## src/rtl/dpwm_capture.sv

```systemverilog
// dpwm_capture: measures period, on-times and deadtimes of a DPWM gate pair
// and flags shoot-through, out-of-order edges and loss of switching.
module dpwm_capture #(
  parameter int CW = 16
) (
  input  logic          hf_clock,
  input  logic          reset,
  input  logic          enable,
  input  logic          c1,
  input  logic          c2,
  output logic [CW-1:0] period,
  output logic [CW-1:0] c1_on,
  output logic [CW-1:0] dt1,
  output logic [CW-1:0] c2_on,
  output logic [CW-1:0] dt2,
  output logic          meas_valid,
  output logic          overlap,
  output logic          seq_err,
  output logic          timeout
);
  typedef enum logic [2:0] {IDLE, C1_ON, DT1, C2_ON, DT2} state_t;
  localparam logic [CW-1:0] MAX = '1;
  localparam logic [CW-1:0] ONE = CW'(1);
  state_t state_q, state_d;
  // [1:0] metastable stage, [3:2] synced s1/s2, [5:4] one-cycle delayed copies
  logic [5:0] sync_q, sync_d;
  logic [CW-1:0] seg_q, seg_d, per_q, per_d;
  logic [CW-1:0] c1s_q, c1s_d, dt1s_q, dt1s_d, c2s_q, c2s_d;
  logic [CW-1:0] period_q, period_d, c1_on_q, c1_on_d, dt1_q, dt1_d;
  logic [CW-1:0] c2_on_q, c2_on_d, dt2_q, dt2_d;
  logic mv_q, mv_d, ov_q, ov_d, se_q, se_d, to_q, to_d;
  logic s1, s2, r1, f1, r2, f2, done;
  always_comb begin
    sync_d = {sync_q[3:0], c2, c1};
    s1 = sync_q[2];
    s2 = sync_q[3];
    r1 = s1 & ~sync_q[4];
    f1 = ~s1 & sync_q[4];
    r2 = s2 & ~sync_q[5];
    f2 = ~s2 & sync_q[5];
    state_d = state_q;
    seg_d = (seg_q == MAX) ? seg_q : seg_q + ONE;
    per_d = (per_q == MAX) ? per_q : per_q + ONE;
    c1s_d = c1s_q;
    dt1s_d = dt1s_q;
    c2s_d = c2s_q;
    period_d = period_q;
    c1_on_d = c1_on_q;
    dt1_d = dt1_q;
    c2_on_d = c2_on_q;
    dt2_d = dt2_q;
    mv_d = 1'b0;
    ov_d = ov_q;
    se_d = se_q;
    to_d = to_q;
    done = 1'b0;
    if (!enable) begin
      state_d = IDLE;
      ov_d = 1'b0;
      se_d = 1'b0;
      to_d = 1'b0;
    end else begin
      if (s1 && s2) begin
        ov_d = 1'b1;
        state_d = IDLE;
      end else begin
        case (state_q)
          IDLE: begin
            if (r1) begin
              state_d = C1_ON;
              seg_d = ONE;
              per_d = ONE;
            end else if (r2) se_d = 1'b1;
          end
          C1_ON: begin
            if (f1) begin
              c1s_d = seg_q;
              dt1s_d = r2 ? '0 : dt1s_q;
              seg_d = ONE;
              state_d = r2 ? C2_ON : DT1;
            end
          end
          DT1: begin
            // a c1 rise here means the c2 pulse went missing: restart the period
            if (r1) begin
              se_d = 1'b1;
              state_d = C1_ON;
              seg_d = ONE;
              per_d = ONE;
            end else if (r2) begin
              dt1s_d = seg_q;
              seg_d = ONE;
              state_d = C2_ON;
            end
          end
          C2_ON: begin
            if (f2) begin
              c2s_d = seg_q;
              seg_d = ONE;
              state_d = r1 ? C1_ON : DT2;
              done = r1;
            end
          end
          DT2: begin
            if (r1) begin
              seg_d = ONE;
              state_d = C1_ON;
              done = 1'b1;
            end else if (r2) begin
              se_d = 1'b1;
              state_d = IDLE;
            end
          end
          default: state_d = IDLE;
        endcase
      end
      if (done) begin
        per_d = ONE;
        period_d = per_q;
        c1_on_d = c1s_q;
        dt1_d = dt1s_q;
        c2_on_d = (state_q == C2_ON) ? seg_q : c2s_q;
        dt2_d = (state_q == C2_ON) ? '0 : seg_q;
        mv_d = 1'b1;
      end
      if (state_d != IDLE && (seg_d == MAX || per_d == MAX)) begin
        to_d = 1'b1;
        state_d = IDLE;
      end
    end
  end
  always_ff @(posedge hf_clock) sync_q <= sync_d;
  always_ff @(posedge hf_clock) begin
    if (!reset) begin
      state_q <= IDLE;
      seg_q <= '0;
      per_q <= '0;
      c1s_q <= '0;
      dt1s_q <= '0;
      c2s_q <= '0;
      period_q <= '0;
      c1_on_q <= '0;
      dt1_q <= '0;
      c2_on_q <= '0;
      dt2_q <= '0;
      mv_q <= 1'b0;
      ov_q <= 1'b0;
      se_q <= 1'b0;
      to_q <= 1'b0;
    end else begin
      state_q <= state_d;
      seg_q <= seg_d;
      per_q <= per_d;
      c1s_q <= c1s_d;
      dt1s_q <= dt1s_d;
      c2s_q <= c2s_d;
      period_q <= period_d;
      c1_on_q <= c1_on_d;
      dt1_q <= dt1_d;
      c2_on_q <= c2_on_d;
      dt2_q <= dt2_d;
      mv_q <= mv_d;
      ov_q <= ov_d;
      se_q <= se_d;
      to_q <= to_d;
    end
  end
  assign period = period_q;
  assign c1_on = c1_on_q;
  assign dt1 = dt1_q;
  assign c2_on = c2_on_q;
  assign dt2 = dt2_q;
  assign meas_valid = mv_q;
  assign overlap = ov_q;
  assign seq_err = se_q;
  assign timeout = to_q;
endmodule

```

## config.mk

```make
export PLATFORM = sky130hd
export DESIGN_NAME = dpwm_capture
export DESIGN_NICKNAME = d
export VERILOG_FILES = /design/src/rtl/dpwm_capture.sv
export SDC_FILE = /design/constraint.sdc
export NUM_CORES = 1
export LEC_CHECK = 0
export ABC_AREA = 1
export CORE_MARGIN = 2
export CORE_UTILIZATION = 50
export CTS_CLUSTER_SIZE = 8
export DETAILED_ROUTE_END_ITERATION = 10
export PLACE_DENSITY_LB_ADDON = 0.1
export SYNTH_ARGS = -nofsm -noshare
export SYNTH_HDL_FRONTEND = slang
export SYNTH_SLANG_ARGS = --single-unit
```

## constraint.sdc

```tcl
create_clock -name hf_clock -period 2.04 [get_ports hf_clock]
set_input_delay 0.408 -clock hf_clock [delete_from_list [all_inputs] [get_ports hf_clock]]
set_output_delay 0.408 -clock hf_clock [all_outputs]
set_load 0.1 [all_outputs]
```

### Word-level counts from Yosys, hierarchy flattened

Cells that the tools add are included.

| storage, ports and cells | value |
|---|---|
| flip-flop bits (word level) | 173 |
| memory bits (writable) | 0 |
| output and inout bits | 84 |
| bits of input ports | 5 |
| latch bits | 0 |
| bits in read-only memories | 0 |
| memories kept | 0 |
| word-level logic and storage cells | 106 |

| cells by class | value |
|---|---|
| multiply operators | 0 |
| multiplexer cells | 46 |
| reductions and logical operators | 16 |
| equality and inequality tests | 15 |
| shifts and indexed selects | 0 |
| add/sub/neg operators | 2 |
| bitwise logic cells | 11 |
| divide/modulo/power cells | 0 |
| order comparisons | 0 |

Operators by type and width:

| cell | number |
|---|---|
| 2-to-1 mux 16 bit | 22 |
| equality test 16 bit, second input constant | 4 |
| one-hot mux 16 bit (4 select lines) | 1 |
| adder 16 x 1 -> 16 bit, second input constant | 2 |
| one-hot mux 16 bit (2 select lines) | 1 |
| 2-to-1 mux 3 bit | 10 |
| one-hot mux 3 bit (5 select lines) | 1 |
| inequality test 2 bit, second input constant | 6 |
| 2-to-1 mux 1 bit | 9 |
| AND reduction 4 bit | 2 |
| NOT 1 bit | 7 |
| AND reduction 7 bit | 1 |
| equality test 3 x 2 -> 1 bit, second input constant | 2 |
| AND reduction 5 bit | 1 |
| AND 1 bit | 4 |
| one-hot mux 1 bit (2 select lines) | 2 |
| AND reduction 2 bit | 2 |
| nonzero test 2 bit | 2 |
| OR reduction 2 bit | 2 |
| equality test 3 x 1 -> 1 bit, second input constant | 1 |
| equality test 3 bit, second input constant | 1 |
| logical NOT 3 bit | 1 |
| nonzero test 3 bit | 1 |
| OR reduction 3 bit | 1 |
| other kinds (3) | 4 |

### Depth between registers and ports, before layout

Gate-level depths: netlist of run 1.

| depth | value |
|---|---|
| word-level depth | 12 |
| mapped depth | 16 |
| depth with buffers taken out | 16 |

### Worst setup path before layout of run 1

No wires, ideal clock.

| timing path | value |
|---|---|
| path kind | register to register |
| start | register per_q[1] |
| end | register state_q[1] |
| path slack | 0.149 ns |
| clock period less this slack | 1.891 ns |
| data arrival time | 1.766 ns |
| stages on the path, launching flop included | 16 |
| cells stage by stage | dfxtp_1 > ha_1 > nand2_2 > nor2_4 > nand2_4 > nor2_8 > inv_2 > buf_6 > nand2_1 > nand3_1 > nor2_1 > nand4_1 > nand2_1 > nand2_2 > nand2_2 > nor2_1 |

| on the way | value |
|---|---|
| longest elaborated chain between the ends | 11 |
| elaborated cells between the ends (all ways) | 12 |
| those cells by class | add/sub: 1; eq/ne: 2; mux: 6; reduce/logical: 3 |

Ends and longest elaborated chain:

| item | RTL line | RTL |
|---|---|---|
| start, declared | 27 | `logic [CW-1:0] seg_q, seg_d, per_q, per_d;` |
| start signal, assigned | 153 | `per_q <= per_d;` |
| adder 16 x 1 -> 16 bit / equality test 16 bit (equally long branches) | 43 | `per_d = (per_q == MAX) ? per_q : per_q + ONE;` |
| 2-to-1 mux 16 bit * | 43 |  |
| 2-to-1 mux 16 bit | 69, 85 |  |
| 2-to-1 mux 16 bit | -- |  |
| 2-to-1 mux 16 bit * | 63 | `if (s1 && s2) begin` |
| 2-to-1 mux 16 bit * | 117 | `if (done) begin` |
| 2-to-1 mux 16 bit * | 57 | `if (!enable) begin` |
| equality test 16 bit * | 126 | `if (state_d != IDLE && (seg_d == MAX \|\| per_d == MAX)) begin` |
| logical OR 1 bit * | 126 |  |
| logical AND 1 bit * | 126 |  |
| OR reduction 3 bit (no line) * | -- |  |
| end signal, assigned | 151 | `state_q <= state_d;` |
| end, declared | 24 | `state_t state_q, state_d;` |

Every way passes the cells marked *; elsewhere a longest branch is shown, timed or not. The select of a mux whose other input is x is not followed.
A chain may end at the register's enable or synchronous reset.

### Worst setup path after layout of run 1

Ends and elaborated chain as after synthesis.

==> results.json, run 1 <==
{
  "status": "finished with violations",
  "violations": "setup timing",
  "rsz0062_at_grt": "yes",
  "syn_inst": 941,
  "clock_path_buffers": 2,
  "fin_cells": 1263,
  "drtIter0Drc": 499,
  "die_y_um": 123,
  "synthTopCellsByCount": "dfxtp_1 (173), nand2_1 (148), nor2_1 (128), a21oi_1 (88), o21ai_0 (71)",
  "rows": 43,
  "grt_util_all_layers_pct": 25.4,
  "vias": 6658,
  "clkTransAtPathRegs_ns": 0.06,
  "required_ns": 2.35,
  "io_buffers": 88,
  "overflow": 0,
  "fillers": 1207,
  "ys.flop_type": "dfxtp_1",
  "yosysTopAreaCell": "dfxtp_1",
  "cts_buffers": 17,
  "ctsRootBufferMaster": "clkbuf_16",
  "finClkSkew_ns": 0.0102,
  "p_leak_uw": 0.00374,
  "p_total_uw": 6860,
  "start_util_pct": 51.3,
  "die_w_um": 123,
  "drtPass1Iterations": 5,
  "arrival_ns": 2.49,
  "setup_viol": 4,
  "synth_edf_count": 0,
  "place_congestion": 0.917,
  "clock_latency_ns": 0.44,
  "place_hpwl_um": 13400,
  "preCtsSetupSlack_ns": -0.0711,
  "crit_slowest_cell": "dfxtp_4",
  "crit_top_cell": "nor2_1",
  "worstPathMaxFanout": 5,
  "ys_warn_count": 0,
  "maxSlewViolCount": 0,
  "hold_path_class": "reg2reg",
  "fin_crit_ns": 2.18,
  "cts_tree": "done",
  "wl_per_cell_um": 15.2,
  "antenna_found_initial": 0,
  "grt_pass1_vias": 5925,
  "setup_slack_ns": -0.137,
  "ys_types": 37,
  "critPathCaptureType": "flop",
  "clkSinkCount": 173,
  "crit_type": "reg2reg",
  "fp.coreArea_um2": 13900,
  "fmax_ghz": 0.459,
  "ant_nets": 0,
  "power_density_nw_per_um2": 752,
  "io_pins": 89,
  "max_cap_viol_count": 0,
  "final-hold-violation-count": 0,
  "slew_headroom_pct": 75.5,
  "fin_crit_sh_pct": 107,
  "netlist_area_um2": 7130,
  "ys_top_cells_by_area": "dfxtp_1 (49%), nand2_1 (7.8%), nor2_1 (6.7%)",
  "ys_seq_area_share_pct": 48.6,
  "num_antenna_cells": 0,
  "via_per_inst": 5.27,
  "placed_cells": 1229,
  "syn_to_final_growth_pct": 28.1,
  "htreeDepth": 4,
  "netlist.area_leader.share_pct": 48.6,
  "path_cells": "ha_4 -> nand2_4 -> nor2_4 -> nand2_4 -> nor2_8 -> buf_6 -> a21oi_2 -> nor2_1 -> nand3_1 -> nor2_1 -> nand4_1 -> nand2_1 -> nand2_2 -> nand2_2 -> nor2_1",
  "syn_nets": 948,
  "synth_most_common_cell": "dfxtp_1",
  "crit_path_start_kind": "flop",
  "die_area_um2": 15200,
  "tightestPinTransition_ns": 0.364,
  "ir_worst_vdd_mv": 0.529,
  "avgSynthCellArea_um2": 7.57,
  "async_flop_share_pct": 0,
  "grt_max_degree": 62,
  "drt-total-wl_um": 19200,
  "drc_errors": 0,
  "synth_seq_cells": 173,
  "nNetsFinal": 1077,
  "slowest_delay_ns": 0.36,
  "grt_pass1_wl_um": 29700,
  "drive_gt1_share_pct": 24.0
}
==> critical path: cells and delay by family, from the launching register on <==
| kind | cells | cell delay [ns] |
|---|---|---|
| and+or+nand+nor | 12 | 1.41 |
| DFF | 1 | 0.36 |
| buffers and inverters | 1 | 0.11 |
| adders and majority gates | 1 | 0.15 |
| AOI/OAI and AO/OA | 1 | 0.03 |
==> power breakdown <==
part / total [µW] / internal [µW] / switching, µW / leakage (µW)
clock network: 3170 / 1840 / 1340 / 0.000280
registers: 3420 / 3400 / 16.3 / 0.00140
logic: 272 / 93.1 / 179 / 0.00206
total: 6860 / 5330 / 1530 / 0.00374
==> repair_timing <==
item,in CTS,in global routing
setup endpoints to repair,1,4
pin swaps,1,25
setup buffers,0,2
gates resized for setup,0,33
hold buffers,0,0
==> cell families after synthesis <==
logic type,after synthesis,share of synthesized area (%)
AO/OA/AOI/OAI,236,17.8
XOR/XNOR,13,1.60
adder cells (fa/ha/maj),2,0.351
buffers and inverters,128,7.69
flip-flops,173,48.6
AND/OR/NAND/NOR,389,23.9
==> cell type report <==
class,count,area (µm²),area share [%]
clock inverters,13,138,1.51
multi-input cells,640,3220,35.3
well taps,180,225,2.47
clock buffers,19,443,4.85
inverters,71,273,2.99
repair buffers,167,1360,14.9
flip-flops and latches,173,3470,38.0
==> registers in the layout (all words and copies together) (netlist names), 6 cells and up <==
| name | flops |
|---|---|
| c2_on | 16 |
| c2s_q | 16 |
| c1_on | 16 |
| dt2 | 16 |
| dt1 | 16 |
| sync_q | 6 |
| period | 16 |
| c1s_q | 16 |
| seg_q | 16 |
| per_q | 16 |
| dt1s_q | 16 |
==> worst paths after layout <==
| kind | start | endpoint | slack (ns) | depth (start not counted) |
|---|---|---|---|---|
| worst max register to register | per_q[1]$_SDFF_PN0_ | state_q[1]$_SDFF_PP0_ | -0.14 | 15 |
| worst min-delay path | sync_q[0]$_DFF_P_ | sync_q[2]$_DFF_P_ | 0.33 | 0 |
| worst min register to register | sync_q[0]$_DFF_P_ | sync_q[2]$_DFF_P_ | 0.33 | 0 |
| worst max-delay path | per_q[1]$_SDFF_PN0_ | state_q[1]$_SDFF_PP0_ | -0.14 | 15 |
==> metal layers <==
layer	global-route usage, %	vias to the layer above	wire (µm)
li1	-	3381	-
met1	31.9	3068	8450
met2	42.5	179	9320
met3	5.77	30	1060
met4	9.59	0	342
met5	0	-	0
==> cell usage in the layout, fill, tap and decap left out, types with 4 or more instances in the layout <==
cell type,n
nor3_1,4
o31ai_1,16
inv_2,12
a21oi_1,87
nand3_1,65
nand3_2,4
a31oi_1,16
xor2_1,12
clkbuf_16,17
nor2_4,8
nand2_2,9
nor2_2,9
nand4_1,9
o21ai_0,71
dfxtp_1,169
nand2_1,146
clkinv_2,5
nor2_1,124
inv_1,54
o21ai_1,36
buf_12,7
buf_4,153
==> through the flow <==
| stage | hold slack [ns] | instance area [µm²] | TNS (ns) | util, % |
|---|---|---|---|---|
| global placement | 0.310 | 8400 | 0 | 60.5 |
| floorplan | 0.310 | 7130 | 0 | - |
| global route | 0.333 | 9130 | -1.03 | 65.7 |
| CTS | 0.328 | 8980 | 0 | 64.7 |
| finish | 0.328 | 9130 | -0.474 | 65.7 |
| detailed placement | 0.313 | 8400 | -0.881 | 60.5 |
Note: power is estimated with default switching activity, not from simulation.
==> inputs of run 2 (changes only) <==
--- a/config.mk
+++ b/config.mk
@@ -7,7 +7,7 @@
 export LEC_CHECK = 0
 export ABC_AREA = 1
 export CORE_MARGIN = 2
-export CORE_UTILIZATION = 50
+export CORE_UTILIZATION = 59
 export CTS_CLUSTER_SIZE = 8
 export DETAILED_ROUTE_END_ITERATION = 10
 export PLACE_DENSITY_LB_ADDON = 0.1
==> constraint.sdc (replaced) <==
create_clock -name hf_clock -period 2.6 [get_ports hf_clock]
set_input_delay 0.52 -clock hf_clock [delete_from_list [all_inputs] [get_ports hf_clock]]
set_output_delay 0.52 -clock hf_clock [all_outputs]
set_load 0.1 [all_outputs]
==> results.json, run 2 (synthesized netlist as in run 1, its figures left out) <==
{
  "status": "finished, final reports clean",
  "setup_viol": 0,
  "nNetsFinal": 1025,
  "finClkSkew_ns": 0.0108,
  "whs_path_depth": 0,
  "die_y_um": 114,
  "routed-wl-met3_um": 1060,
  "crit_type": "reg2reg",
  "rr_startpoint": "seg_q[12]$_SDFF_PN0_",
  "overflow": 0,
  "worstPathMaxFanout": 8,
  "drt-total-wl_um": 18200,
  "r2r_slack_ns": 0.43,
  "final_common_cell": "dfxtp_1",
  "antenna_found_initial": 0,
  "ctsRootBufferMaster": "clkbuf_16",
  "setup-tns-final_ns": 0,
  "met2_length_um": 8960,
  "fillers": 1001,
  "critPathCaptureType": "flop",
  "final_cell_mix": "dfxtp_1 (173), nand2_1 (148), nor2_1 (128)",
  "switching_share_pct": 21.8,
  "fmax_ghz": 0.461,
  "num_antenna_cells": 0,
  "cts_buffers": 17,
  "highest_layer": "met4",
  "vias": 6522,
  "syn_to_final_growth_pct": 18.9,
  "rows": 40,
  "ant_nets": 0,
  "reg2reg_to": "state_q[1]$_SDFF_PP0_",
  "path_cells": "inv_2 -> nor2_1 -> nand3_1 -> nor2_4 -> nand2_1 -> nand2_1 -> o21ai_0 -> nand3_1 -> nand4_1 -> nand2_1 -> nand2_2 -> nand2_2 -> nor2_1",
  "tightestPinTransition_ns": 0.463,
  "power_density_nw_per_um2": 613,
  "drive_gt1_share_pct": 18.1,
  "post_cts_buffers": 0,
  "required_ns": 2.91,
  "final-hold-violation-count": 0,
  "hold_path_end": "sync_q[3]$_DFF_P_",
  "crit_slowest_cell": "dfxtp_1",
  "hold_buffers": 0,
  "cts_tree": "done",
  "drc_errors": 0,
  "wl_per_cell_um": 15.5,
  "crit_path_start_kind": "flop",
  "clkSinkCount": 173,
  "via_per_inst": 5.54,
  "grt_pass1_wl_um": 29500,
  "die_area_um2": 13000,
  "clock_path_buffers": 2,
  "maxSlewViolCount": 0,
  "grt_max_degree": 117,
  "die_w_um": 114,
  "cts-resized-gates": 0,
  "crit_top_cell": "nand2_1",
  "m1WireLength_um": 7830,
  "power_frac_comb_pct": 3.6,
  "p_switching_uw": 1130,
  "slew_headroom_pct": 69.1,
  "power_frac_seq_pct": 51.6,
  "clkPwrFrac_pct": 44.8,
  "holdWs_ns": 0.325,
  "max_cap_viol_count": 0,
  "grt_pass1_vias": 6053,
  "place_hpwl_um": 12300,
  "grt_util_all_layers_pct": 28.8,
  "clkTransAtPathRegs_ns": 0.06,
  "ir_worst_vdd_mv": 0.417,
  "io_buffers": 88,
  "fin_crit_ns": 2.17,
  "clock_latency_ns": 0.43,
  "arrival_ns": 2.48,
  "io_pins": 89,
  "fp.coreArea_um2": 11900,
  "drtIter0Drc": 577,
  "hold_path_class": "reg2reg",
  "rsz0062_at_grt": "no",
  "drtPass1Iterations": 6,
  "r2r_cells": 13,
  "min_from": "sync_q[1]$_DFF_P_",
  "place_congestion": 0.910,
  "fin_crit_sh_pct": 83.5,
  "p_int_uw": 4070,
  "slowest_delay_ns": 0.60,
  "p_leak_uw": 0.00344,
  "htreeDepth": 4,
  "start_util_pct": 59.8
}
## run 2: changes by cell type in the layout (fill, tap and decap cells not counted), sizes merged
cell	before	now
bufinv	2	0
clkbuf	19	26
inv	71	69
clkinvlp	3	1
buf	164	112
clkinv	8	6
## run 2: power groups by stage
stage / Clock (µW) / Combinational [µW] / Sequential [µW]
6_report: 2330 / 188 / 2680
5_1_grt: 2460 / 207 / 2680
4_1_cts: 2340 / 185 / 2680
3_5_place_dp: 0 / 183 / 2740
3_3_place_gp: 0 / 185 / 2740
2_1_floorplan: 0 / 111 / 2750
## run 2: layout make-up
cell class                 count  area, µm²  share of cell area (%)
clock buffer                  26        509                    6.01
tap                          147        184                    2.17
multi-input combinational    640       3110                    36.7
clock inverter                 5       31.3                   0.369
sequential                   173       3460                    40.9
inverter                      71        268                    3.16
timing repair buffer         115        906                    10.7
## run 2: critical path: cells and delay by family (launching register included)
kind	cells	cell delay (ns)
and+or+nand+nor	11	1.23
DFF	1	0.60
buffers and inverters	1	0.12
AOI/OAI and AO/OA	1	0.10
## run 2: how the worst max path moves through the flow
stage                                    start               endpoint  depth (start not counted)  slack [ns]
after CTS                 seg_q[12]$_SDFF_PN0_  state_q[1]$_SDFF_PP0_                         15        0.47
after detailed placement                enable  c2s_q[7]$_SDFFE_PN0P_                          8        0.33
after floorplan            per_q[1]$_SDFF_PN0_  state_q[1]$_SDFF_PP0_                         15        0.71
final                     seg_q[12]$_SDFF_PN0_  state_q[1]$_SDFF_PP0_                         13        0.43
after global routing      seg_q[12]$_SDFF_PN0_  state_q[1]$_SDFF_PP0_                         13        0.25
after global placement                  enable  c2s_q[1]$_SDFFE_PN0P_                          8        0.41
## run 2: metal layers
metal / GRT usage [%] / vias up
met3: 5.53 / 32
met2: 48.9 / 229
met1: 36.5 / 2997
met5: 0 / -
met4: 11.3 / 0
li1: - / 3264
## run 2: stage by stage
stage	worst slack (ns)	std cells	util [%]	area, µm²	total power, µW
after global routing	0.247	1177	71.2	8480	5350
after CTS	0.467	1177	71.2	8480	5210
after detailed placement	0.328	1146	66.6	7940	2920
final	0.429	1177	71.2	8480	5200
after floorplan	0.709	941	-	7130	2860
after global placement	0.411	1146	66.6	7940	2920
==> inputs of run 3 (changes only) <==
--- a/config.mk
+++ b/config.mk
@@ -7,7 +7,7 @@
 export LEC_CHECK = 0
 export ABC_AREA = 1
 export CORE_MARGIN = 2
-export CORE_UTILIZATION = 59
+export CORE_UTILIZATION = 55
 export CTS_CLUSTER_SIZE = 8
 export DETAILED_ROUTE_END_ITERATION = 10
 export PLACE_DENSITY_LB_ADDON = 0.1
==> constraint.sdc (replaced) <==
create_clock -name hf_clock -period 2.2 [get_ports hf_clock]
set_input_delay 0.44 -clock hf_clock [delete_from_list [all_inputs] [get_ports hf_clock]]
set_output_delay 0.44 -clock hf_clock [all_outputs]
set_load 0.1 [all_outputs]
==> results.json, run 3 (synthesized netlist as in run 1, its figures left out) <==
{
  "power_density_nw_per_um2": 742,
  "clkPwrFrac_pct": 48.1,
  "highest_layer": "met4",
  "wl_per_cell_um": 14.9,
  "power_frac_seq_pct": 48.3,
  "syn_to_final_growth_pct": 24.1,
  "critPathBufInv": 2,
  "overflow": 0,
  "start_util_pct": 56.5,
  "num_antenna_cells": 0,
  "required_ns": 2.51,
  "grt_pass1_wl_um": 29100,
  "die_y_um": 118,
  "switching_share_pct": 21.2,
  "clock_path_buffers": 2,
  "preCtsSetupSlack_ns": 0.0730,
  "max_cap_viol_count": 0,
  "clkTransAtPathRegs_ns": 0.06,
  "drtIter0Drc": 779,
  "met2_length_um": 8790,
  "final_core_util_pct": 70.1,
  "fmax_ghz": 0.478,
  "dpl_cell_area_um2": 8120,
  "grt_max_degree": 51,
  "place_congestion": 0.877,
  "hold_path_end": "sync_q[2]$_DFF_P_",
  "r2r_cells": 16,
  "drc_errors": 0,
  "ff_latch_area_um2": 3470,
  "holdWs_ns": 0.328,
  "grt_util_all_layers_pct": 26.1,
  "crit_family": "simple AND/OR/NAND/NOR gates",
  "p_leak_uw": 0.00359,
  "status": "finished, final reports clean",
  "crit_path_start_kind": "flop",
  "ctsRootBufferMaster": "clkbuf_16",
  "ir_worst_vdd_mv": 0.405,
  "grt_pass1_vias": 5814,
  "fp.coreArea_um2": 12600,
  "io_pins": 89,
  "htreeDepth": 4,
  "cts_tree": "done",
  "reg2reg_to": "state_q[1]$_SDFF_PP0_",
  "setup_viol": 0,
  "antenna_found_initial": 0,
  "die_w_um": 118,
  "clock_latency_ns": 0.43,
  "m1WireLength_um": 8310,
  "die_area_um2": 13900,
  "p_total_uw": 6560,
  "rr_startpoint": "seg_q[1]$_SDFF_PN0_",
  "r2r_slack_ns": 0.11,
  "crit_slowest_cell": "dfxtp_2",
  "multi_input_area_um2": 3170,
  "fin_crit_sh_pct": 95.1,
  "routed-wl-met3_um": 936,
  "fin_crit_ns": 2.09,
  "crit_type": "reg2reg",
  "p_switching_uw": 1390,
  "design_area_um2": 8850,
  "min_from": "sync_q[0]$_DFF_P_",
  "ant_nets": 0,
  "maxSlewViolCount": 0,
  "final_cell_mix": "dfxtp_1 (166), nand2_1 (147), buf_4 (133)",
  "setup_slack_ns": 0.109,
  "worstPathMaxFanout": 4,
  "whs_path_depth": 0,
  "fillers": 1111,
  "final-hold-violation-count": 0,
  "tightestPinTransition_ns": 0.440,
  "place_hpwl_um": 12500,
  "final_common_cell": "dfxtp_1",
  "clkSinkCount": 173,
  "finClkSkew_ns": 0.00788,
  "path_cells": "ha_2 -> nand2_1 -> nor2_2 -> nand2_2 -> buf_4 -> xor2_1 -> nand2_1 -> nand2_1 -> inv_1 -> nand2_1 -> nor2_2 -> nand4_1 -> nand2_2 -> nand2_2 -> nand2_2 -> nor2_1",
  "vias": 6550,
  "drive_gt1_share_pct": 21.8,
  "power_frac_comb_pct": 3.6,
  "via_per_inst": 5.33,
  "slowest_delay_ns": 0.34,
  "rows": 41,
  "io_buffers": 88,
  "nNetsFinal": 1050,
  "arrival_ns": 2.40,
  "critPathCaptureType": "flop",
  "p_int_uw": 5170,
  "drtPass1Iterations": 5,
  "cts_buffers": 17,
  "drt-total-wl_um": 18300,
  "hold_path_class": "reg2reg",
  "slew_headroom_pct": 70.7
}
-- run 3: cell count changes in the layout (fill, tap and decap cells not counted), moves of 2 or more --
cell       before  now
buf_4         108  133
dfxtp_1       173  166
dfxtp_2         0    7
bufinv_16       0    3
clkbuf_1        4    1
nor2_1        128  125
clkinv_4        0    2
ha_1            2    0
ha_2            0    2
nor2_4          4    6
-- run 3: worst max path at each step --
| stage | cells after the start | slack, ns | start | end |
|---|---|---|---|---|
| 5_1_grt | 14 | -0.03 | seg_q[1]$_SDFF_PN0_ | state_q[2]$_SDFF_PP0_ |
| 3_3_place_gp | 16 | 0.14 | seg_q[1]$_SDFF_PN0_ | state_q[1]$_SDFF_PP0_ |
| 3_5_place_dp | 9 | 0.07 | enable | dt1s_q[10]$_SDFFE_PN0P_ |
| 2_1_floorplan | 15 | 0.31 | per_q[1]$_SDFF_PN0_ | state_q[1]$_SDFF_PP0_ |
| 6_report | 16 | 0.11 | seg_q[1]$_SDFF_PN0_ | state_q[1]$_SDFF_PP0_ |
| 4_1_cts | 11 | 0.09 | per_q[2]$_SDFF_PN0_ | state_q[1]$_SDFF_PP0_ |
-- run 3: layer usage --
layer | GRT usage, % | up-vias
met2 | 42.0 | 199
met5 | 0 | -
li1 | - | 3329
met1 | 35.1 | 2998
met3 | 5.14 | 24
met4 | 9.34 | 0
-- run 3: final cells by class --
type / instances / share of cell area, %
well taps: 172 / 2.43
flip-flops and latches: 173 / 39.3
clock inverters: 9 / 1.49
clock buffers: 23 / 5.63
multi-input cells: 640 / 35.8
inverters: 71 / 3.06
repair buffers: 140 / 12.4
-- run 3: worst register-to-register path: stages, from the launching register on --
cell     delay (ns)
dfxtp_2        0.34
ha_2           0.20
nand2_1        0.10
nor2_2         0.17
nand2_2        0.13
buf_4          0.16
xor2_1         0.15
nand2_1        0.06
nand2_1        0.04
inv_1          0.05
nand2_1        0.06
nor2_2         0.10
nand4_1        0.12
nand2_2        0.10
nand2_2        0.07
nand2_2        0.07
nor2_1         0.04
-- run 3: power groups by stage --
stage	clock [µW]	combinational [µW]	sequential (µW)
4_1_cts	3200	230	3160
6_report	3160	237	3170
3_5_place_dp	0	227	3240
5_1_grt	3330	258	3170
3_3_place_gp	0	227	3230
2_1_floorplan	0	132	3250
-- run 3: what timing repair did --
item | 4_1_cts | 5_1_grt
gates resized for setup | 0 | 20
setup buffers | 0 | 5
setup endpoints to repair | 0 | 4
hold buffers | 0 | 0
-- run 3: through the flow --
stage	instances	TNS, ns
2_1_floorplan	941	0
3_3_place_gp	1191	0
3_5_place_dp	1191	0
4_1_cts	1223	0
5_1_grt	1228	-0.0740
6_report	1228	0
